**config.mk**
```make
export PLATFORM = sky130hd
export DESIGN_NAME = dual_port_ram_bist
export DESIGN_NICKNAME = d
export VERILOG_FILES = /design/src/rtl/dual_port_ram_pkg.sv /design/src/rtl/dual_port_ram_sdp_ram.sv /design/src/rtl/dual_port_ram_bist.sv
export SDC_FILE = /design/constraint.sdc
export NUM_CORES = 1
export LEC_CHECK = 0
export CAP_MARGIN = 5
export CORE_UTILIZATION = 60
export CTS_CLUSTER_DIAMETER = 150
export DETAILED_ROUTE_END_ITERATION = 7
export PLACE_DENSITY = 0.77
export SYNTH_ARGS = -nofsm -noshare
export SYNTH_HDL_FRONTEND = slang
export SYNTH_SLANG_ARGS = --single-unit
```
**constraint.sdc**
```tcl
create_clock -name sys_clk -period 5.97 [get_ports sys_clk]
set_input_delay 0.8955 -clock sys_clk [delete_from_list [all_inputs] [get_ports sys_clk]]
set_output_delay 0.8955 -clock sys_clk [all_outputs]
set_load 0.03 [all_outputs]
```
**src/rtl/dual_port_ram_pkg.sv**
```systemverilog
// dual_port_ram_pkg: shared FSM states, pattern mode codes and the expected-data function
package dual_port_ram_pkg;

    typedef enum logic [1:0] {S_IDLE, S_WRITE, S_READ, S_DONE} state_t;

    localparam logic [1:0] MODE_INC  = 2'd0;
    localparam logic [1:0] MODE_INV  = 2'd1;
    localparam logic [1:0] MODE_WALK = 2'd2;
    localparam logic [1:0] MODE_AA55 = 2'd3;

    // Result is computed at 64 bits and masked to dw; callers truncate to their width.
    function automatic logic [63:0] exp_data(input logic [31:0] addr, input logic [1:0] mode, input int dw);
        logic [63:0] m;
        logic [63:0] r;
        m = (dw >= 64) ? '1 : (64'd1 << dw) - 64'd1;
        r = mode == MODE_INC  ? 64'(addr) + 64'd1 :
            mode == MODE_INV  ? ~64'(addr) :
            mode == MODE_WALK ? 64'd1 << (addr % 32'(dw)) :
            addr[0]           ? 64'h5A5A_5A5A_5A5A_5A5A : 64'hA5A5_A5A5_A5A5_A5A5;
        return r & m;
    endfunction

endpackage

```
**src/rtl/dual_port_ram_sdp_ram.sv**
```systemverilog
// sdp_ram: simple dual-port RAM, write-only port A, read-only port B with registered output
module sdp_ram #(
    parameter int AW = 6,
    parameter int DW = 8
) (
    input  logic          clka,
    input  logic          ena,
    input  logic          wea,
    input  logic [AW-1:0] addra,
    input  logic [DW-1:0] dina,
    input  logic          clkb,
    input  logic          enb,
    input  logic [AW-1:0] addrb,
    output logic [DW-1:0] doutb
);

    logic [DW-1:0] mem [2**AW];

    always_ff @(posedge clka)
        if (ena && wea) mem[addra] <= dina;

    always_ff @(posedge clkb)
        if (enb) doutb <= mem[addrb];

endmodule

```
**src/rtl/dual_port_ram_bist.sv**
```systemverilog
// dual_port_ram_bist: fill-then-verify self-test of an sdp_ram with selectable patterns,
// error count, first failing address and optional single-word corruption.
module dual_port_ram_bist
    import dual_port_ram_pkg::*;
#(
    parameter int AW = 6,
    parameter int DW = 8
) (
    input  logic          sys_clk,
    input  logic          sys_rst,
    input  logic          start,
    input  logic [1:0]    mode,
    input  logic          inj_en,
    input  logic [AW-1:0] inj_addr,
    output logic          busy,
    output logic          done,
    output logic          pass,
    output logic [AW:0]   err_cnt,
    output logic [AW-1:0] first_err_addr
);

    state_t        state;
    logic [AW-1:0] addr;
    logic [AW-1:0] rd_addr;
    logic [AW-1:0] inj_addr_q;
    logic [1:0]    mode_q;
    logic          inj_q;
    logic          drain;
    logic          rd_vld;
    logic [DW-1:0] exp_w;
    logic [DW-1:0] rd_exp;
    logic [DW-1:0] dina;
    logic [DW-1:0] doutb;
    logic          wea;
    logic          enb;
    logic          mis;

    assign exp_w = DW'(exp_data(32'(addr), mode_q, DW));
    assign wea   = state == S_WRITE;
    assign enb   = state == S_READ && !drain;
    assign dina  = exp_w ^ DW'(inj_q && addr == inj_addr_q);
    assign mis   = rd_vld && doutb != rd_exp;

    sdp_ram #(.AW(AW), .DW(DW)) u_ram (
        .clka  (sys_clk),
        .ena   (wea),
        .wea   (wea),
        .addra (addr),
        .dina  (dina),
        .clkb  (sys_clk),
        .enb   (enb),
        .addrb (addr),
        .doutb (doutb)
    );

    // Expected data and address follow the read by one cycle to meet the registered doutb.
    always_ff @(posedge sys_clk or negedge sys_rst) begin
        if (!sys_rst) begin
            state          <= S_IDLE;
            addr           <= '0;
            rd_addr        <= '0;
            rd_exp         <= '0;
            rd_vld         <= 1'b0;
            drain          <= 1'b0;
            mode_q         <= MODE_INC;
            inj_q          <= 1'b0;
            inj_addr_q     <= '0;
            busy           <= 1'b0;
            done           <= 1'b0;
            pass           <= 1'b0;
            err_cnt        <= '0;
            first_err_addr <= '0;
        end else begin
            done    <= 1'b0;
            rd_vld  <= enb;
            rd_addr <= addr;
            rd_exp  <= exp_w;
            if (mis) begin
                if (err_cnt == '0) first_err_addr <= rd_addr;
                if (err_cnt != '1) err_cnt <= err_cnt + 1'b1;
            end
            case (state)
                S_IDLE: if (start) begin
                    state          <= S_WRITE;
                    mode_q         <= mode;
                    inj_q          <= inj_en;
                    inj_addr_q     <= inj_addr;
                    err_cnt        <= '0;
                    first_err_addr <= '0;
                    pass           <= 1'b0;
                    busy           <= 1'b1;
                    addr           <= '0;
                end
                S_WRITE: begin
                    addr <= addr + 1'b1;
                    if (addr == '1) state <= S_READ;
                end
                S_READ: if (drain) begin
                    drain <= 1'b0;
                    state <= S_DONE;
                end else begin
                    addr  <= addr + 1'b1;
                    drain <= addr == '1;
                end
                S_DONE: begin
                    done  <= 1'b1;
                    busy  <= 1'b0;
                    pass  <= err_cnt == '0;
                    state <= S_IDLE;
                end
                default: state <= S_IDLE;
            endcase
        end
    end

endmodule

```
# Word level (Yosys, flattened, before mapping)

Memory sizes are Yosys's and may differ from the RTL's. A register that Yosys moved wholly into a read port is not among the register bits.
Cells that the tools add are included.

Add/subtract/negate cells: 3
Equal/unequal tests: 13
Shifts and indexed selects: 1
Multiplexer cells: 27
Bitwise operators: 2
Reductions and logical operators: 13

Operators with widths:

| operator              | count |
|---|---|
| $mux W6               | 6 |
| $mux W8               | 4 |
| $mux W7               | 4 |
| $pmux W6 S3           | 1 |
| $ne A2 B2 Y1 const B  | 4 |
| $ne A8 B8 Y1          | 1 |
| $not A6 Y8            | 1 |
| $pmux W2 S4           | 1 |
| $shl A1 B3 Y8 const A | 1 |
| $xor A8 B1 Y8         | 1 |
| $add A6 B1 Y7 const B | 1 |
| $add A7 B1 Y7 const B | 1 |
| $logic_not A7 Y1      | 1 |
| $ne A7 B7 Y1 const B  | 1 |
| $add A6 B1 Y6 const B | 1 |
| $eq A2 B2 Y1 const B  | 3 |
| $eq A6 B6 Y1          | 1 |
| $eq A6 B6 Y1 const B  | 1 |
| $mux W1               | 6 |
| $mux W2               | 3 |
| $reduce_and A3 Y1     | 2 |
| $eq A2 B1 Y1 const B  | 2 |
| $logic_not A2 Y1      | 2 |
| $pmux W1 S2           | 2 |
| 5 further kinds       | 8 |

Register bits: 49
Bits in writable memories: 512
Bits of input ports: 12
Output and inout port bits: 16
Logic and storage cells: 74
Memories: 1

Memories:

| memory    | depth | width | rd ports | clocked after memory_dff | write ports | RTL line                    | text |
|---|---|---|---|---|---|---|---|
| u_ram.mem | 64    | 8     | 1        | 1                        | 1           | dual_port_ram_sdp_ram.sv:17 | `logic [DW-1:0] mem [2**AW];` |

# Logic depth before layout (Yosys ltp)

Gate-level depths: netlist (run 1).

Word-level depth: 5
Depth in mapped cells: 11
Gate-level depth less buffers: 7

# By module

From an unflattened synthesis (run 1), not the netlist that was laid out.

Cells, all modules: 1169
Area, all modules: 22654.2 µm²

By module, submodules not included:

| module             | times used | cells an instance | area each (µm²) | sequential area each (µm²) |
|---|---|---|---|---|
| sdp_ram            | 1          | 906               | 20160.6         | 15615.0 |
| dual_port_ram_bist | 1          | 263               | 2493.6          | 1226.2 |

# Least setup slack after synthesis (run 1)

OpenSTA, ideal clock, no wires.

Path kind: flip-flop to flip-flop
Start point: reg addr[0]
End point: mem u_ram.mem[0][2], data pin
Library setup time: 0.710 ns
Arrival: 4.446 ns
Data required time: 5.260 ns
Slack: 0.815 ns
Stages on the path, launching flop included: 10
Buffers on the path: 5
Period minus slack after synthesis: 5.155 ns
Cell sequence: dfrtp_1 buf_6 buf_4 inv_1 buf_2 buf_1 buf_1 ha_1 a21oi_1 o21ai_0

Cells in the longest elaborated chain, start to end: 5
Elaborated cells on any way between the ends: 7
Classes of those cells: add/sub: 1; shift: 1; mux: 4; bitwise: 1

RTL lines:

| element                                               | RTL line                    | text |
|---|---|---|
| start, declared                                       | dual_port_ram_bist.sv:23    | `logic [AW-1:0] addr;` |
| start signal, assigned                                | dual_port_ram_bist.sv:95    | `addr <= addr + 1'b1;` |
| start signal, assigned                                | dual_port_ram_bist.sv:102   | `addr <= addr + 1'b1;` |
| branches (longest 3 deep; another with $add A6 B1 Y7) | n/a                         |  |
| $mux W8 (*)                                           | dual_port_ram_pkg.sv:16     | `r = mode == MODE_INC ? 64'(addr) + 64'd1 :` |
| $xor A8 B1 Y8 (*)                                     | dual_port_ram_bist.sv:41    | `assign dina = exp_w ^ DW'(inj_q && addr == inj_addr_q);` |
| via dina[2]                                           | dual_port_ram_bist.sv:32    | `logic [DW-1:0] dina;` |
| end, declared                                         | dual_port_ram_sdp_ram.sv:17 |  |

Mark *: on every way through the listed nets, which the timed path passes.

# Final worst setup path (run 1)

Start point: reg addr[0]
End point: mem u_ram.mem[14][2] (enable)

Straight into the memory's write port.

==> results.yml, run 1 <==
grt:
  antenna_found_initial: 2
  grt_usage: 0.306
  grt-ovfl-total: 0
  grt_pass1_wl_mm: 85.3
  first_global_vias: 13000
  grt_max_degree: 66
flow_run:
  cap_violations: 0
synth:
  synth_top_area_frac: 0.682
  synth-seq-area-share: 0.736
  netlist_instances: 1371
  yosys.area.top_type: "edfxtp_1"
  avgSynthCellArea_um2: 16.7
  synthFlopType: "edfxtp_1"
  synth_cell_types: 69
  synth-seq-cells: 569
  async_flop_share: 0.0861
  synth_area_leaders: "edfxtp_1 (68%), dfrtp_1 (5.4%), mux2i_1 (3.1%), mux4_2 (3.0%), mux2_2 (2.4%)"
  synth_edf_count: 520
  synth_nets: 1395
  yosys_warnings: 0
  synth_area_mm2: 0.0229
pwr:
  power.density_mw_per_mm2: 302
  seqPwrFrac: 0.559
  p_clk_frac: 0.439
  pwr-share-comb: 0.002
  internal_power_uw: 6190
  netSwitchingPower_uw: 1480
  power_leakage_uw: 0.00782
  irDropWorstVdd_uv: 244
  netSwitchingFraction: 0.193
cts:
  cts_hold_buf: 0
  htree_levels: 2
  cts_root_buf: "clkbuf_16"
  clockBufferDepth: 3
  path_clk_slew_ns: 0.07
  post-cts-setup-buffers: 0
  clock_latency_ns: 0.63
  numCtsBuffers: 54
  cts_sinks: 569
  ctsResizeCount: 0
  cts_tree: "built"
floorplan:
  core-area_mm2: 0.0376
  start_util: 0.609
  io_pins: 28
  die_y_um: 197
  die-area_mm2: 0.0389
  rows: 71
  fp.dieW_um: 197
worst_setup_path:
  path_cells: "nor2b_2, nand3_1, nor2_1"
  path_max_fanout: 54
  cp-end-kind: "flop"
  crit_type: "reg -> reg"
  arrival_ns: 4.20
  cpMaxStageDelayCell: "nor2b_2"
  crit_path_max_incr_delay_ns: 1.07
  crit_path_start_kind: "flop"
  worst_ep_required_time_ns: 6.21
sta:
  skew_ns: 0.0281
  tns_ns: 0
  hold_viol: 0
  finalCritPeriodShare: 0.663
  fmax_mhz: 253
  setup_viol: 0
  rsz0062_at_grt: "no"
  slew_headroom: 0.135
  tightest_slew_ns: 1.29
  finalMaxSlewViolations: 0
  period_minus_slack_ns: 3.96
final_layout:
  drive_gt1_frac: 0.146
  design_area_mm2: 0.0254
  area_growth_pct: 10.9
  final_util: 0.676
  final_nets: 1416
  n_antenna_cell: 0
placement:
  place_area_mm2: 0.0237
  hpwl_mm: 34.5
  gp_congestion: 0.948
  port-buffer-count: 27
detailed_routing:
  vias: 13300
  dr.pass1.iters: 8
  drtIter0Drc: 1931
  wl_mm: 58.0
  drcViolationCount: 0
  post_drt_wl_per_cell_um: 29.8
  ant_nets: 0
  via_per_inst: 6.83
worst_hold_path:
  hp-class: "in -> async"
run_status:
  outcome: "completed"
==> layer usage <==
layer	vias up	track usage	part of all wire
met1	6664	0.422	0.37
li1	5486	-	-
met4	2	0.140	0.046
met2	960	0.466	0.46
met3	189	0.0750	0.12
met5	-	0	0.00021
==> logic make-up (layout without fill, tap and decap cells) <==
family,Yosys count,in the layout,share of synthesized area
and+or+nand+nor,270,270,0.0551
adders and majority gates,12,12,0.00656
DFF,569,569,0.736
buffers and inverters,99,164,0.0217
muxes,160,160,0.0968
xor gates and xnor gates,19,19,0.00727
AOI/OAI and AO/OA,242,242,0.0768
==> layout make-up <==
class	instances	area, um2
Timing Repair Buffer	54	468
Tap cell	511	639
Sequential cell	569	16900
Clock buffer	73	1500
Multi-Input combinational cell	703	5660
Fill cell	2423	12200
Inverter	10	37.5
Clock inverter	27	223
==> metrics by stage <==
stage | total power [uW] | hold WS [ns] | std cells | setup WS, ns
4_1_cts | 7670 | 0.396 | 1947 | 2.09
3_3_place_gp | 4380 | 0.468 | 1847 | 2.21
5_1_grt | 7820 | 0.433 | 1947 | 1.93
3_5_place_dp | 4380 | 0.479 | 1847 | 2.12
6_report | 7670 | 0.376 | 1947 | 2.01
2_1_floorplan | 4370 | 0.352 | 1371 | 0.815
==> power by group through the flow <==
| stage | combinational (uW) | sequential [uW] | clock, uW |
|---|---|---|---|
| 4_1_cts | 14.6 | 4290 | 3370 |
| 3_3_place_gp | 14.5 | 4370 | 0 |
| 6_report | 14.2 | 4280 | 3370 |
| 3_5_place_dp | 14.6 | 4370 | 0 |
| 5_1_grt | 15.8 | 4280 | 3520 |
| 2_1_floorplan | 0.178 | 4370 | 0 |
==> path summary, 6_finish.rpt <==
| path | endpoint | start | slack, ns | cells after the start |
|---|---|---|---|---|
| min | first_err_addr[3] | sys_rst | 0.38 | 2 |
| min reg2reg | pass | pass | 0.50 | 1 |
| max in group asynchronous | addr[2] | sys_rst | 5.09 | 2 |
| max reg2reg | u_ram.mem[14][2] | addr[0] | 2.01 | 3 |
| min in group sys_clk | pass | pass | 0.50 | 1 |
| max | u_ram.mem[14][2] | addr[0] | 2.01 | 3 |
==> cells in the mapped netlist (8+ instances only) <==
library cell  instances
nand2b_1             10
a221o_1              12
nand3_1              25
inv_1                 9
buf_2                33
a221oi_1             35
mux2_2               48
nor2b_1              10
nor2_1               86
a31oi_1              11
a22oi_1              41
xnor2_1              12
nand2_1              86
mux2i_1              71
o211ai_1             10
dfrtp_1              49
o22ai_1              16
edfxtp_1            520
a22o_1                9
mux4_1               11
a21oi_1              32
clkbuf_1             32
buf_4                 8
ha_1                 12
o21ai_0              35
mux4_2               30
buf_1                10
==> flip-flops by register name (all words and copies together), names as in the netlist, 2 cells and up <==
signal / count
u_ram.mem: 512
rd_exp: 8
u_ram.doutb: 8
err_cnt: 7
addr: 6
first_err_addr: 6
inj_addr_q: 6
rd_addr: 6
mode_q: 2
state: 2
==> layout by cell type, fill, tap and decap left out, types with 5 or more instances in the layout <==
master,instances
clkinv_1,10
or3_1,6
mux4_1,11
nand4_1,7
clkbuf_16,56
a31oi_1,10
o211ai_1,10
clkdlybuf4s50_1,26
nand3_1,25
xor2_1,6
nand2_1,86
nor2_1,86
edfxtp_1,520
and2_1,6
buf_4,27
nand2b_1,10
mux2i_1,71
a221o_1,12
o21ai_0,31
ha_1,12
nor2b_1,8
xnor2_1,12
inv_1,9
o22ai_1,14
o2bb2ai_1,5
nor3_1,6
clkbuf_1,12
dfrtp_1,46
a21oi_1,32
mux4_2,30
a22o_1,9
clkinv_2,10
a22oi_1,41
mux2_2,48
a221oi_1,35
==> critical path, delay by kind of cell, from the launching register on <==
kind / cells / cell delay, ns
flip-flops: 1 / 0.76
AND/OR/NAND/NOR: 3 / 2.76
No activity file was read; power rests on OpenSTA's default activity.
==> inputs of run 2 (changes only) <==
clock period = 4.1 ns   (was 5.97 ns; I/O delays follow)
==> results.yml, run 2 (synthesis results as in run 1) <==
run_status:
  outcome: "completed"
worst_setup_path:
  arrival_ns: 3.85
  crit_type: "reg -> reg"
  cp-end-kind: "flop"
  r2r-end: "u_ram.doutb[1]"
  crit_path_start_kind: "flop"
  path_max_fanout: 51
  crit_end: "u_ram.doutb[1]"
  startpoint: "addr[0]"
  r2r-start: "addr[0]"
  reg2reg_depth: 6
  rrSetupSlack_ns: 0.59
  worst_ep_required_time_ns: 4.44
final_layout:
  final_nets: 1480
  final_cell_mix: "edfxtp_1 (520), nand2_1 (86), nor2_1 (86), buf_4 (84), mux2i_1 (71)"
  area_growth_pct: 13.7
  largest_reg_flops: 512
  drive_gt1_frac: 0.181
  final_util: 0.693
  design_area_mm2: 0.0260
  final_common_cell: "edfxtp_1"
  largest-register: "u_ram.mem"
  layoutNonFillerInstCount: 2011
  reg.largest.list: "u_ram.mem (512), rd_exp (8), u_ram.doutb (8)"
  n_antenna_cell: 0
floorplan:
  core-area_mm2: 0.0376
  die-area_mm2: 0.0389
  rows: 71
  fp.dieW_um: 197
  start_util: 0.609
  io_pins: 28
  die_y_um: 197
grt:
  grt_pass1_wl_mm: 85.6
  antenna_found_initial: 0
  top_usage_layer: "met2"
  gr-usage-met2: 0.460
  grt_max_degree: 66
  grt_usage: 0.305
  gr-usage-met3: 0.0569
  grt.met1_usage: 0.433
  first_global_vias: 13200
  grt-ovfl-total: 0
sta:
  fmax_mhz: 285
  tightest_slew_ns: 1.44
  finalMaxSlewViolations: 0
  slew_headroom: 0.0384
  tns_ns: 0
  skew_ns: 0.0120
  setup_viol: 0
  rsz0062_at_grt: "no"
  period_minus_slack_ns: 3.51
  finalCritPeriodShare: 0.857
  hold_viol: 0
placement:
  port-buffer-count: 27
  place_area_mm2: 0.0242
  dpl.cell_count: 1911
  gp_congestion: 0.925
  hpwl_mm: 35.8
flow_run:
  cap_violations: 0
cts:
  cts_sinks: 569
  ctsResizeCount: 0
  path_clk_slew_ns: 0.06
  htree_levels: 2
  clockBufferDepth: 3
  numCtsBuffers: 54
  cts_tree: "built"
  clock_latency_ns: 0.60
  cts_hold_buf: 0
  cts_root_buf: "clkbuf_16"
  post-cts-setup-buffers: 0
pwr:
  power_leakage_uw: 0.00820
  design_power_total_uw: 11400
  power.density_mw_per_mm2: 437
  irDropWorstVdd_uv: 308
detailed_routing:
  vias: 13700
  ant_nets: 0
  wl_mm: 58.0
  post_drt_wl_per_cell_um: 28.9
  drcViolationCount: 0
  dr.pass1.iters: 6
  drtIter0Drc: 1738
  via_per_inst: 6.80
worst_hold_path:
  hp-class: "in -> async"
-- run 2: changes by cell type in the layout (fill, tap and decap cells not counted), moves of 2 or more --
cell | before | now
buf_12 | 0 | 7
buf_4 | 27 | 84
bufinv_16 | 3 | 9
clkbuf_1 | 12 | 8
clkbuf_4 | 2 | 0
clkbuf_8 | 3 | 0
clkinv_1 | 10 | 15
-- run 2: worst max-delay path, stage by stage, from the launching register on --
cell     delay [ns]
dfrtp_4        0.92
nor2b_1        1.06
buf_4          0.34
a22oi_1        0.09
nand3_1        0.22
nand3_1        0.11
or4_1          0.47
-- run 2: metrics by stage --
stage	setup WS [ns]	hold slack, ns
final	0.587	0.168
after global routing	0.587	0.236
after CTS	0.771	0.181
after detailed placement	0.721	0.478
after global placement	0.772	0.464
after floorplan	0.0607	0.319
-- run 2: cell type report --
| type | count | area, um2 |
|---|---|---|
| clock inverter | 37 | 404 |
| clock buffer | 63 | 1410 |
| sequential | 569 | 16900 |
| timing repair buffer | 118 | 1040 |
| fill | 2355 | 11500 |
| inverter | 10 | 37.5 |
| tap | 511 | 639 |
| multi-input combinational | 703 | 5660 |
-- run 2: where the power goes --
group	switching (uW)	internal (uW)	total, uW
Sequential	0	6240	6240
Clock	2100	3010	5110
Combinational	11.4	9.47	20.9
Total	2110	9260	11400
-- run 2: worst min-delay path by stage --
| stage | to | slack (ns) | from |
|---|---|---|---|
| 3_3_place_gp | inj_q | 0.46 | inj_q |
| 6_report | first_err_addr[2] | 0.17 | sys_rst |
| 5_1_grt | rd_exp[1] | 0.24 | sys_rst |
| 3_5_place_dp | inj_q | 0.48 | inj_q |
| 4_1_cts | rd_exp[1] | 0.18 | sys_rst |
| 2_1_floorplan | addr[0] | 0.32 | sys_rst |
-- run 2: metal layers --
| layer | vias to the layer above | routed length [um] |
|---|---|---|
| li1 | 5614 | - |
| met1 | 6884 | 22000 |
| met2 | 989 | 26600 |
| met3 | 185 | 6560 |
| met4 | 0 | 2860 |
| met5 | - | 0 |
==> inputs of run 3 (changes only) <==
REMOVE_ABC_BUFFERS = 1   (was unset)
==> results.yml, run 3 (synthesis results as in run 1) <==
detailed_routing:
  dr.pass1.iters: 8
  wl_mm: 59.5
  vias: 13700
  drtIter0Drc: 1838
  ant_nets: 0
  via_per_inst: 6.80
  drcViolationCount: 0
  post_drt_wl_per_cell_um: 29.6
cts:
  clock_latency_ns: 0.61
  cts_root_buf: "clkbuf_16"
  cts_hold_buf: 0
  ctsResizeCount: 0
  numCtsBuffers: 55
  post-cts-setup-buffers: 0
  cts_sinks: 569
  path_clk_slew_ns: 0.06
  cts_tree: "built"
  htree_levels: 2
  clockBufferDepth: 3
final_layout:
  largest-register: "u_ram.mem"
  reg.largest.list: "u_ram.mem (512), rd_exp (8), u_ram.doutb (8)"
  final_cell_mix: "edfxtp_1 (520), nand2_1 (86), nor2_1 (86), buf_4 (82), mux2i_1 (71)"
  area_growth_pct: 14.1
  largest_reg_flops: 512
  drive_gt1_frac: 0.179
  layoutNonFillerInstCount: 2008
  final_nets: 1476
  final_common_cell: "edfxtp_1"
  fillers: 2327
  design_area_mm2: 0.0261
sta:
  slew_headroom: 0.167
  setup_viol: 0
  finalCritPeriodShare: 0.823
  fmax_mhz: 296
  skew_ns: 0.0297
  tightest_slew_ns: 1.24
  finalMaxSlewViolations: 0
  tns_ns: 0
  hold_viol: 0
  period_minus_slack_ns: 3.38
  whs_ns: 0.225
  rsz0062_at_grt: "no"
floorplan:
  io_pins: 28
  start_util: 0.609
  core-area_mm2: 0.0376
  fp.dieW_um: 197
  die-area_mm2: 0.0389
  die_y_um: 197
  rows: 71
grt:
  antenna_found_initial: 2
  grt_max_degree: 66
  grt_pass1_wl_mm: 87.4
  grt_usage: 0.312
  first_global_vias: 13400
  grt-ovfl-total: 0
worst_setup_path:
  startpoint: "addr[0]"
  crit_end: "u_ram.mem[23][4]"
  path_cells: "buf_4, and3_1, nand2_1, nor2_1"
  worst_ep_required_time_ns: 4.32
  reg2reg_depth: 4
  crit_path_start_kind: "flop"
  crit_type: "reg -> reg"
  cp-end-kind: "flop"
  rrSetupSlack_ns: 0.72
  r2r-end: "u_ram.mem[23][4]"
  arrival_ns: 3.59
  cpMaxStageDelayCell: "nor2_1"
  r2r-start: "addr[0]"
  crit_path_max_incr_delay_ns: 0.84
  path_max_fanout: 38
placement:
  hpwl_mm: 36.7
  dpl.cell_count: 1906
  port-buffer-count: 27
  place_area_mm2: 0.0242
  gp_congestion: 0.942
run_status:
  outcome: "completed"
pwr:
  design_power_total_uw: 11700
  power_leakage_uw: 0.00823
  irDropWorstVdd_uv: 331
  power.density_mw_per_mm2: 449
flow_run:
  cap_violations: 0
worst_hold_path:
  hp-class: "in -> async"
[run 3: worst max-delay path, delay by kind of cell, from the launching register on]
kind	cells	cell delay, ns
flip-flops	1	0.57
AND/OR/NAND/NOR	3	1.91
buffers and inverters	1	0.50
[run 3: worst min path at each step]
stage / end / slack (ns)
5_1_grt: first_err_addr[4] / 0.32
3_5_place_dp: inj_q / 0.48
6_report: first_err_addr[4] / 0.23
4_1_cts: first_err_addr[4] / 0.25
3_3_place_gp: inj_q / 0.47
2_1_floorplan: addr[0] / 0.32
[run 3: metal layers]
metal | GRT usage | vias to the layer above | wire length, um | part of all wire
li1 | - | 5606 | - | -
met1 | 0.423 | 6799 | 21600 | 0.36
met2 | 0.487 | 1037 | 27900 | 0.47
met3 | 0.0586 | 217 | 6700 | 0.11
met4 | 0.165 | 0 | 3360 | 0.056
met5 | 0 | - | 0 | 0
[run 3: area by class of cell]
cell class                      instances  area, um2  share of cell area
Sequential cell                       569      16900               0.646
Timing Repair Buffer                  113        961              0.0368
Tap cell                              511        639              0.0245
Clock inverter                         35        490              0.0188
Inverter                               10       37.5             0.00144
Clock buffer                           66       1460              0.0559
Antenna cell                            1       2.50           0.0000959
Multi-Input combinational cell        703       5660               0.217
[run 3: where the power goes]
group	total, uW	internal, uW	leakage (uW)	switching [uW]
Sequential	6240	6240	0.00489	0
Combinational	19.9	8.86	0.00239	11.0
Clock	5460	3340	0.000949	2120
[run 3: through the flow]
stage / setup WS [ns] / util
floorplan: -4.42 / -
finish: 0.724 / 0.695
detailed placement: 0.910 / 0.643
CTS: 0.853 / 0.695
global placement: 0.871 / 0.643
global route: 0.658 / 0.695
